### config.mk
export PLATFORM = sky130hd
export DESIGN_NAME = apu_reg_loader
export DESIGN_NICKNAME = d
export VERILOG_FILES = /design/src/rtl/apu_reg_loader.sv
export SDC_FILE = /design/constraint.sdc
export NUM_CORES = 1
export LEC_CHECK = 0
export BUFFER_PORTS_ARGS = -buffer_cell sky130_fd_sc_hd__buf_4
export CAP_MARGIN = 20
export CORE_MARGIN = 3
export CORE_UTILIZATION = 30
export CTS_CLUSTER_DIAMETER = 30
export DETAILED_ROUTE_END_ITERATION = 7
export SLEW_MARGIN = 25
export SYNTH_ARGS = -nofsm -noshare
export SYNTH_HDL_FRONTEND = slang
export SYNTH_SLANG_ARGS = --single-unit
export TNS_END_PERCENT = 1
### constraint.sdc
create_clock -name clk -period 6.5 [get_ports clk]
set_clock_uncertainty 0.2 [all_clocks]
set_input_delay 0.975 -clock clk [delete_from_list [all_inputs] [get_ports clk]]
set_output_delay 0.975 -clock clk [all_outputs]
set_load 0.01 [all_outputs]
### src/rtl/apu_reg_loader.sv
// rtl/apu_reg_loader.sv - byte-stream frame parser driving the APU register bank
// Two-byte frames (address 0x80-0x97, data) update $4000-$400F, $4015 and $4017.
module apu_reg_loader #(
  parameter int TIMEOUT = 1000
) (
  input  logic         clk,
  input  logic         rst_n,
  input  logic [7:0]   rx_data,
  input  logic         rx_valid,
  output logic [127:0] reg_bank,
  output logic [7:0]   reg_4015,
  output logic [7:0]   reg_4017,
  output logic [3:0]   reg_event,
  output logic         frame_reset,
  output logic         parse_error
);

  localparam int CW = $clog2(TIMEOUT) + 1;
  // Last DATA-state count at which a missing byte still counts as on time.
  localparam logic [CW-1:0] TO_LAST = CW'(TIMEOUT - 1);

  typedef enum logic {ST_ADDR, ST_DATA} state_t;

  state_t         state_q, state_d;
  logic [4:0]     addr_q, addr_d;
  logic [CW-1:0]  cnt_q, cnt_d;
  logic [127:0]   bank_q, bank_d;
  logic [7:0]     r4015_q, r4015_d;
  logic [7:0]     r4017_q, r4017_d;
  logic [3:0]     event_q, event_d;
  logic           frame_reset_q, frame_reset_d;
  logic           parse_error_q, parse_error_d;
  logic           wr_en;

  always_comb begin
    state_d       = state_q;
    addr_d        = addr_q;
    cnt_d         = cnt_q;
    wr_en         = 1'b0;
    parse_error_d = 1'b0;
    case (state_q)
      ST_ADDR: begin
        if (rx_valid) begin
          if (rx_data[7:5] == 3'b100 && rx_data[4:0] <= 5'h17) begin
            addr_d  = rx_data[4:0];
            cnt_d   = '0;
            state_d = ST_DATA;
          end else begin
            parse_error_d = 1'b1;
          end
        end
      end
      ST_DATA: begin
        // A byte on the final permitted edge wins over the timeout.
        if (rx_valid) begin
          wr_en   = 1'b1;
          state_d = ST_ADDR;
        end else if (cnt_q >= TO_LAST) begin
          parse_error_d = 1'b1;
          state_d       = ST_ADDR;
        end else begin
          cnt_d = cnt_q + 1'b1;
        end
      end
      default: state_d = ST_ADDR;
    endcase
  end

  always_comb begin
    bank_d        = bank_q;
    r4015_d       = r4015_q;
    r4017_d       = r4017_q;
    event_d       = 4'b0000;
    frame_reset_d = 1'b0;
    if (wr_en) begin
      if (!addr_q[4]) begin
        bank_d[{addr_q[3:0], 3'b000} +: 8] = rx_data;
        if (addr_q[1:0] == 2'b11) begin
          event_d[addr_q[3:2]] = 1'b1;
        end
      end else if (addr_q == 5'h15) begin
        r4015_d = rx_data;
      end else if (addr_q == 5'h17) begin
        r4017_d       = rx_data;
        frame_reset_d = 1'b1;
      end
    end
  end

  always_ff @(posedge clk) begin
    if (!rst_n) begin
      state_q       <= ST_ADDR;
      addr_q        <= '0;
      cnt_q         <= '0;
      bank_q        <= '0;
      r4015_q       <= '0;
      r4017_q       <= '0;
      event_q       <= '0;
      frame_reset_q <= 1'b0;
      parse_error_q <= 1'b0;
    end else begin
      state_q       <= state_d;
      addr_q        <= addr_d;
      cnt_q         <= cnt_d;
      bank_q        <= bank_d;
      r4015_q       <= r4015_d;
      r4017_q       <= r4017_d;
      event_q       <= event_d;
      frame_reset_q <= frame_reset_d;
      parse_error_q <= parse_error_d;
    end
  end

  assign reg_bank    = bank_q;
  assign reg_4015    = r4015_q;
  assign reg_4017    = r4017_q;
  assign reg_event   = event_q;
  assign frame_reset = frame_reset_q;
  assign parse_error = parse_error_q;

endmodule

==> results_dict.tcl <==
set metrics [dict create \
    place_ws_ps 3080 \
    yosys_warnings 0 \
    max_cap_viol_count 0 \
    synthCells 678 \
    synth_nets 696 \
    cts.reportedPaths.clkPinSlew_ps 60 \
    clockRootBuffer "clkbuf_16" \
    ff2ff_path_depth 6 \
    core_um2 21300 \
    post_cts_resize_count 0 \
    cp_max_fo 108 \
    yosysUniqueCellTypes 48 \
    final.fill_count 2137 \
    avgRoutedWirePerCell_um 16.7 \
    ant_nets 0 \
    timing.setup.critical_path_class "in2reg" \
    dr.first_iter.drc_count 253 \
    drive_gt1_frac 0.255 \
    cts_max_level 4 \
    worstPathArrival_ps 2930 \
    cp-start-kind "input pin" \
    clockBufferDepth 2 \
    grt_pass1_vias 4952 \
    place_hpwl_mm 12.9 \
    synth_flop_cell "dfxtp_1" \
    via_per_inst 4.67 \
    status "finished, final reports clean" \
    rsz0062_at_grt "no" \
    worst_slew_pin_slew_ps 843 \
    postCtsSetupRepairBufs 0 \
    worstPathRequired_ps 6660 \
    dpl_cell_area_um2 7970 \
    hold_depth 2 \
    ys_seq_elements 167 \
    syn_area_um2 6580 \
    setup_tns_ps 0 \
    clkSinkCount 167 \
    firstDrtPassIters 4 \
    overflow 0 \
    r2r_start "addr_q[0]$_SDFFE_PN0P_" \
    io_pins 161 \
    grt_pass1_wl_mm 28.7 \
    diodes 0 \
    slew_violations 0 \
    antenna_found_initial 0 \
    finalCriticalPeriod_ps 2770 \
    cts_buffers 17 \
    nets 837 \
    p_leak_nw 4.12 \
    maxSlewHeadroom 0.438 \
    area_growth_pct 30.0 \
    row_count 53 \
    final.period_utilization 0.426 \
    worst_r2r_endpoint "reg_bank[99]$_SDFFE_PN0P_" \
    vias 5164 \
    r2r_setup_slack_ps 3810 \
    start_util 0.309 \
    yosysSeqAreaShare 0.508 \
    routed_wl_mm 18.5 \
    final_cell_mix "167 x nand2_1, 167 x dfxtp_1, 161 x buf_4" \
    postLayoutCellArea_um2 8550 \
    clock_latency_ps 420 \
    synth-edff-count 0 \
    hold_slack_ps 259 \
    hold_path.class "reg2reg" \
    syn_area_per_cell_um2 9.71 \
    layout_setup_ws_ps 3730 \
    gp_congestion 0.796 \
    grt_use_total 0.153 \
    async_flop_share 0 \
    power_density_nw_per_um2 243 \
    min_to "reg_bank[108]$_SDFFE_PN0P_" \
    cts_tree "built" \
    totalPowerFinal_mw 2.08 \
    chipWidth_um 154 \
    max-vdd-ir-drop_mv 0.165 \
    portBuffers 160 \
    finalHoldViolations 0 \
    min_from "reg_bank[108]$_SDFFE_PN0P_" \
    fp.dieH_um 154 \
    drc 0 \
    maxClockFrequency_ghz 0.362 \
    final-setup-viol-count 0 \
    ctsHoldBuffers 0 \
    die-area_um2 23800 \
    end_kind "flop" \
    grt_max_degree 109 \
]
-- sequential cells by signal, indices dropped and copies added, names as in the netlist --
| register | count |
|---|---|
| cnt_q | 11 |
| state_q | 1 |
| parse_error | 1 |
| addr_q | 5 |
| frame_reset | 1 |
| reg_bank | 128 |
| reg_4017 | 8 |
| reg_event | 4 |
| reg_4015 | 8 |
-- report_power, final --
| group | switching [mW] | leakage [nW] | total [mW] | internal, mW |
|---|---|---|---|---|
| Clock | 0.405 | 0.286 | 0.990 | 0.585 |
| Sequential | 0.00226 | 1.34 | 1.03 | 1.02 |
| Combinational | 0.0450 | 2.49 | 0.0617 | 0.0167 |
| Total | 0.452 | 4.12 | 2.08 | 1.63 |
-- critical path: stages --
cell,delay [ps]
buf_6,540
buf_4,800
nand2_1,270
nor2_1,140
mux2_1,130
-- cell families after synthesis --
group,synth area share
compound gates,0.0521
xor+xnor,0.00399
fa+ha+maj,0.0133
buf+inv,0.0306
flops,0.508
mux,0.195
simple gates,0.197
-- how the worst max path moves through the flow --
stage	from	endpoint	slack [ps]	cells past startpoint
finish	rst_n	reg_bank[55]$_SDFFE_PN0P_	3730	5
global route	addr_q[0]$_SDFFE_PN0P_	reg_bank[100]$_SDFFE_PN0P_	3550	6
CTS	rst_n	reg_bank[55]$_SDFFE_PN0P_	3500	5
detailed placement	rst_n	reg_bank[55]$_SDFFE_PN0P_	3080	5
global placement	rst_n	reg_bank[55]$_SDFFE_PN0P_	3060	5
floorplan	rx_data[3]	cnt_q[6]$_SDFFE_PN0P_	3930	5
-- layer usage --
metal / vias to the layer above / global-route usage / wire, um
met1: 2434 / 0.209 / 8520
met5: - / 0 / 0
met4: 0 / 0.0421 / 150
met2: 143 / 0.234 / 8380
met3: 8 / 0.0498 / 1430
li1: 2579 / - / -
-- final cells by class --
cell class                      count  area, um^2  share of cell area
Tap cell                          275         344              0.0402
Multi-Input combinational cell    463        3040               0.355
Clock buffer                       20         457              0.0534
Sequential cell                   167        3340               0.391
Clock inverter                     11         123              0.0143
Timing Repair Buffer              162        1220               0.143
Inverter                            8        30.0             0.00351
-- cell usage after synthesis, types with 2 or more instances --
cell | n | area share
dfxtp_1 | 167 | 0.51
nand2_1 | 167 | 0.095
mux2i_1 | 127 | 0.19
clkbuf_1 | 32 | 0.018
nand3_1 | 30 | 0.023
nor2b_1 | 26 | 0.025
o21ai_0 | 20 | 0.015
nor2_1 | 13 | 0.0074
nand2_2 | 10 | 0.0095
ha_1 | 7 | 0.013
inv_1 | 7 | 0.0040
a21boi_0 | 6 | 0.0068
a21oi_1 | 5 | 0.0038
buf_2 | 5 | 0.0038
and2_1 | 4 | 0.0038
nor3_1 | 4 | 0.0030
o32ai_1 | 4 | 0.0053
and3_1 | 3 | 0.0029
nor4_1 | 3 | 0.0029
xnor2_1 | 3 | 0.0040
a31oi_1 | 2 | 0.0019
buf_6 | 2 | 0.0034
nand2b_1 | 2 | 0.0019
nor4b_1 | 2 | 0.0027
nor4b_4 | 2 | 0.0072
o211ai_1 | 2 | 0.0023
o22ai_1 | 2 | 0.0019
-- stage by stage --
stage | util | cells
2_1_floorplan | - | 678
3_3_place_gp | 0.374 | 1075
3_5_place_dp | 0.374 | 1075
4_1_cts | 0.402 | 1106
5_1_grt | 0.402 | 1106
6_report | 0.402 | 1106
(Power assumes the default switching activity.)
